**config.mk**
```make
export PLATFORM = sky130hd
export DESIGN_NAME = nandn_deglitch
export DESIGN_NICKNAME = d
export VERILOG_FILES = /design/src/rtl/nandn_pkg.sv /design/src/rtl/nandn_sync2.sv /design/src/rtl/nandn_deglitch.sv
export SDC_FILE = /design/constraint.sdc
export NUM_CORES = 1
export LEC_CHECK = 0
export ABC_AREA = 1
export BUFFER_PORTS_ARGS = -buffer_cell sky130_fd_sc_hd__buf_2
export CAP_MARGIN = 20
export CORE_AREA = 5 5 42 44
export DETAILED_ROUTE_END_ITERATION = 8
export DIE_AREA = 0 0 47 49
export PLACE_DENSITY = 0.69
export SYNTH_ARGS = -nofsm -noshare
export SYNTH_HDL_FRONTEND = slang
export SYNTH_SLANG_ARGS = --single-unit
```
**constraint.sdc**
```tcl
create_clock -name CELCLK -period 3.4 [get_ports CELCLK]
set_input_delay 1.02 -clock CELCLK [delete_from_list [all_inputs] [get_ports CELCLK]]
set_output_delay 1.02 -clock CELCLK [all_outputs]
set_load 0.05 [all_outputs]
```
**src/rtl/nandn_pkg.sv**
```systemverilog
// nandn_pkg: shared limits, defaults and filter-state encoding for nandn_deglitch
package nandn_pkg;
  localparam int N_IN_MAX   = 8;
  localparam int FILT_W_DEF = 4;
  localparam int GLITCH_W   = 8;
  typedef enum logic [1:0] {FS_OFF, FS_STABLE, FS_QUAL, FS_COMMIT} filt_state_e;
endpackage

```
**src/rtl/nandn_sync2.sv**
```systemverilog
// nandn_sync2: two-flop synchronizer with a configurable reset value
module nandn_sync2 #(
  parameter logic RST_VAL = 1'b0
) (
  input  logic i_clk,
  input  logic i_rst,
  input  logic i_d,
  output logic o_q
);
  logic r_s1, r_s2;
  assign o_q = r_s2;
  always_ff @(posedge i_clk or posedge i_rst)
    if (i_rst) {r_s2, r_s1} <= {2{RST_VAL}};
    else {r_s2, r_s1} <= {r_s1, i_d};
endmodule

```
**src/rtl/nandn_deglitch.sv**
```systemverilog
// nandn_deglitch: N-input NAND/AND gate followed by a synchronizer and a length-qualified glitch filter.
// Define NANDN_DEGLITCH_GLITCH_CNT_EN to add the rejected-glitch counter (clr_glitch / glitch_cnt).
module nandn_deglitch
  import nandn_pkg::*;
#(
  parameter int N_IN    = 2,
  parameter int FILT_W  = FILT_W_DEF,
  parameter int INV_OUT = 1
) (
  input  logic              CELCLK,
  input  logic              CELRST,
  input  logic              CELV,
  input  logic              CELG,
  input  logic              SUB,
  input  logic [N_IN-1:0]   i,
  input  logic              en,
  input  logic [FILT_W-1:0] filt_len,
`ifdef NANDN_DEGLITCH_GLITCH_CNT_EN
  input  logic                clr_glitch,
  output logic [GLITCH_W-1:0] glitch_cnt,
`endif
  output logic              o,
  output logic              o_raw,
  output logic              chg
);
  localparam logic RST_O = INV_OUT != 0;
  localparam logic [FILT_W-1:0] CNT_MAX = '1;
  if (N_IN < 2 || N_IN > N_IN_MAX) begin : g_bad_n_in
    $error("nandn_deglitch: N_IN=%0d outside 2..%0d", N_IN, N_IN_MAX);
  end
  logic w_s2, w_unused;
  logic r_o, r_chg;
  logic [FILT_W-1:0] r_cnt;
  filt_state_e w_state;
  assign o_raw = RST_O ? ~&i : &i;
  assign w_unused = ^{CELV, CELG, SUB};
  assign o = r_o;
  assign chg = r_chg;
  nandn_sync2 #(.RST_VAL(RST_O)) u_sync (
    .i_clk(CELCLK),
    .i_rst(CELRST),
    .i_d  (o_raw),
    .o_q  (w_s2)
  );
  // >= lets a lowered filt_len take effect on the very next edge
  assign w_state = !en ? FS_OFF : w_s2 == r_o ? FS_STABLE : r_cnt >= filt_len ? FS_COMMIT : FS_QUAL;
  always_ff @(posedge CELCLK or posedge CELRST)
    if (CELRST) begin
      r_o   <= RST_O;
      r_cnt <= '0;
      r_chg <= 1'b0;
    end else begin
      r_o   <= w_state == FS_COMMIT ? w_s2 : r_o;
      r_chg <= w_state == FS_COMMIT;
      r_cnt <= w_state != FS_QUAL ? '0 : r_cnt == CNT_MAX ? r_cnt : r_cnt + 1'b1;
    end
`ifdef NANDN_DEGLITCH_GLITCH_CNT_EN
  logic [GLITCH_W-1:0] r_glitch;
  assign glitch_cnt = r_glitch;
  // a qualification that collapses back to the held value is a rejected glitch
  always_ff @(posedge CELCLK or posedge CELRST)
    if (CELRST) r_glitch <= '0;
    else if (clr_glitch) r_glitch <= '0;
    else if (w_state == FS_STABLE && r_cnt != '0 && r_glitch != '1) r_glitch <= r_glitch + 1'b1;
`endif
endmodule

```
==> impl_metrics.env <==
export IMPL_status="completed"
export IMPL_hpwl_um=643.9
export IMPL_grt_pass1_wl_um=1324
export IMPL_wl_met2_um=362
export IMPL_hold_depth=0
export IMPL_fmax_mhz=406.3
export IMPL_slew_headroom=0.8137
export IMPL_finalSetupViolations=0
export IMPL_ys_ff_latch=8
export IMPL_arrival_ns=1.44
export IMPL_hold_viol=0
export IMPL_drive_gt1_frac=0.2692
export IMPL_syn_nets=80
export IMPL_firstDrtPassIters=1
export IMPL_top_layer="met4"
export IMPL_gr_total_overflow=0
export IMPL_grt_pass1_vias=362
export IMPL_cts_hold_buffers=0
export IMPL_slew_viol_final=0
export IMPL_yosys_warnings=0
export IMPL_multi_input_area_um2=230.2
export IMPL_syn_area_um2=490.5
export IMPL_die_x_um=47
export IMPL_htreeDepth=1
export IMPL_synthToLayoutAreaGrowth_pct=20.66
export IMPL_vias_per_cell=4.309
export IMPL_route_met3_wl_um=34
export IMPL_grt_total_usage=0.07687
export IMPL_yosysTopAreaCell="dfrtp_1"
export IMPL_cts_resized=0
export IMPL_ys_seq_area_frac=0.4158
export IMPL_cts_made_buffers=3
export IMPL_end_kind="primary output"
export IMPL_finalClockSkew_ns=0.01075
export IMPL_grt_max_degree=9
export IMPL_cts_clk_slew_worst_paths_ns=0.05
export IMPL_worstPathMaxFanout=2
export IMPL_nets=96
export IMPL_sequential_cell_area_um2=203.9
export IMPL_finalCritPeriodShare=0.7240
export IMPL_worst_ep_required_time_ns=2.38
export IMPL_final_antenna_net_count=0
export IMPL_hold_class="reg -> reg"
export IMPL_tritoncts="yes"
export IMPL_initial_utilization=0.3500
export IMPL_setup_ws_ns=0.9385
export IMPL_synth_area_leaders="dfrtp_1 26%, dfstp_2 16%, nand2_1 13%, ha_1 13%, inv_1 11%"
export IMPL_cts_num_sinks=8
export IMPL_n_fill_cell=155
export IMPL_rr_worst_depth=10
export IMPL_syn_area_per_cell_um2=7.785
export IMPL_p_total_w=0.0003189
export IMPL_period_needed_ns=2.462
export IMPL_ir_drop_mv=0.2506
export IMPL_fp_dieArea_mm2=0.002303
export IMPL_p_leak_nw=0.3401
export IMPL_vias=405
export IMPL_synth_top_area_frac=0.2551
export IMPL_drv_cap=0
export IMPL_drc_errors=0
export IMPL_pre_cts_slack_ns=0.9320
export IMPL_netlist_instances=63
export IMPL_avgRoutedWirePerCell_um=7.851
export IMPL_die_height_um=49
export IMPL_cts_buffer_depth=2
export IMPL_post_cts_buffers=0
export IMPL_gp_congestion=0.7403
export IMPL_met1Wirelength_um=321
export IMPL_io_pins=15
export IMPL_drt_iter0_drc=0
export IMPL_port_buffers=11
export IMPL_path_class="in -> out"
export IMPL_coreArea_mm2=0.001401
export IMPL_tns_ns=0
export IMPL_root_buffer="clkbuf_4"
export IMPL_ys_types=14
export IMPL_power_density_mw_per_mm2=538.9
export IMPL_insertion_delay_ns=0.26
export IMPL_critPathLaunchType="input port"
export IMPL_rsz0062_at_grt="no"
export IMPL_tightest_slew_ns=0.2792
export IMPL_antenna_found_initial=0
export IMPL_rows=14
export IMPL_antenna_cells=0
export IMPL_drt_total_wl_um=738
per-stage QoR:
| stage | hold slack [ns] | util | cell area, µm² | instances |
|---|---|---|---|---|
| global route | 0.3599 | 0.4223 | 591.8 | 94 |
| CTS | 0.3564 | 0.4223 | 591.8 | 94 |
| floorplan | 0.3452 | - | 490.5 | 63 |
| finish | 0.3538 | 0.4223 | 591.8 | 94 |
| global placement | 0.3454 | 0.4036 | 565.5 | 90 |
| detailed placement | 0.3490 | 0.4036 | 565.5 | 90 |
where the power goes:
part	leakage (nW)	switching, W	internal [W]	total (W)
combinational	0.224	0.0000811	0.0000371	0.000118
sequential	0.101	0.00000983	0.000114	0.000124
clock	0.0150	0.0000322	0.0000449	0.0000771
total	0.340	0.000123	0.000196	0.000319
layout make-up:
cell class              count  share of cell area
well taps                  16             0.03383
inverters                  15             0.09514
clock buffers               4             0.04440
multi-input cells          40              0.3890
flip-flops and latches      8              0.3446
repair buffers             11             0.09302
flip-flops by register name (all words and copies together), names as in the netlist:
name / cells
chg: 1
o: 1
r_cnt: 4
u_sync.o_q: 1
u_sync.r_s1: 1
critical path, cell delays in order:
cell	delay (ns)
buf_2	0.09
nand2_1	0.07
buf_2	0.26
cell usage in the layout (no fill, tap or decap), drive strengths merged:
cell type   n
dfstp       3
nand2      19
dfrtp       5
inv        15
ha          5
nand3       3
buf        11
clkbuf      4
nor2        7
xor2        1
nand4       2
o21ai       3
final timing paths:
check / startpoint / end / slack, ns
max: i[0] / o_raw / 0.94
min: u_sync.r_s1$_DFF_PP1_ / u_sync.o_q$_DFF_PP1_ / 0.35
max reg2reg: r_cnt[0]$_DFFE_PP0P_ / chg$_DFF_PP0_ / 2.07
min reg2reg: u_sync.r_s1$_DFF_PP1_ / u_sync.o_q$_DFF_PP1_ / 0.35
max in group asynchronous: CELRST / u_sync.o_q$_DFF_PP1_ / 2.43
min in group asynchronous: CELRST / r_cnt[2]$_DFFE_PP0P_ / 0.68
kinds of logic after synthesis:
kind of cell    synth area share
buf+inv                   0.1148
xor+xnor                 0.01786
compound gates           0.03060
fa+ha+maj                 0.1276
simple gates              0.2934
flops                     0.4158
per-layer routing:
| layer | GRT usage | up-vias |
|---|---|---|
| met4 | 0.04147 | 0 |
| met2 | 0.1290 | 8 |
| li1 | - | 220 |
| met5 | 0 | - |
| met1 | 0.08864 | 175 |
| met3 | 0.01107 | 2 |
synth_stat cells:
library cell and instances:
o21ai_1 1, dfrtp_1 5, nand2_2 2, nor2_1 6, nand4_1 1, o21ai_0 2, nand4_2 1, xor2_1 1
ha_1 5, nand3_1 3, nand2_1 17, dfstp_2 3, inv_1 15, nor2_4 1
(Power assumes the default switching activity.)
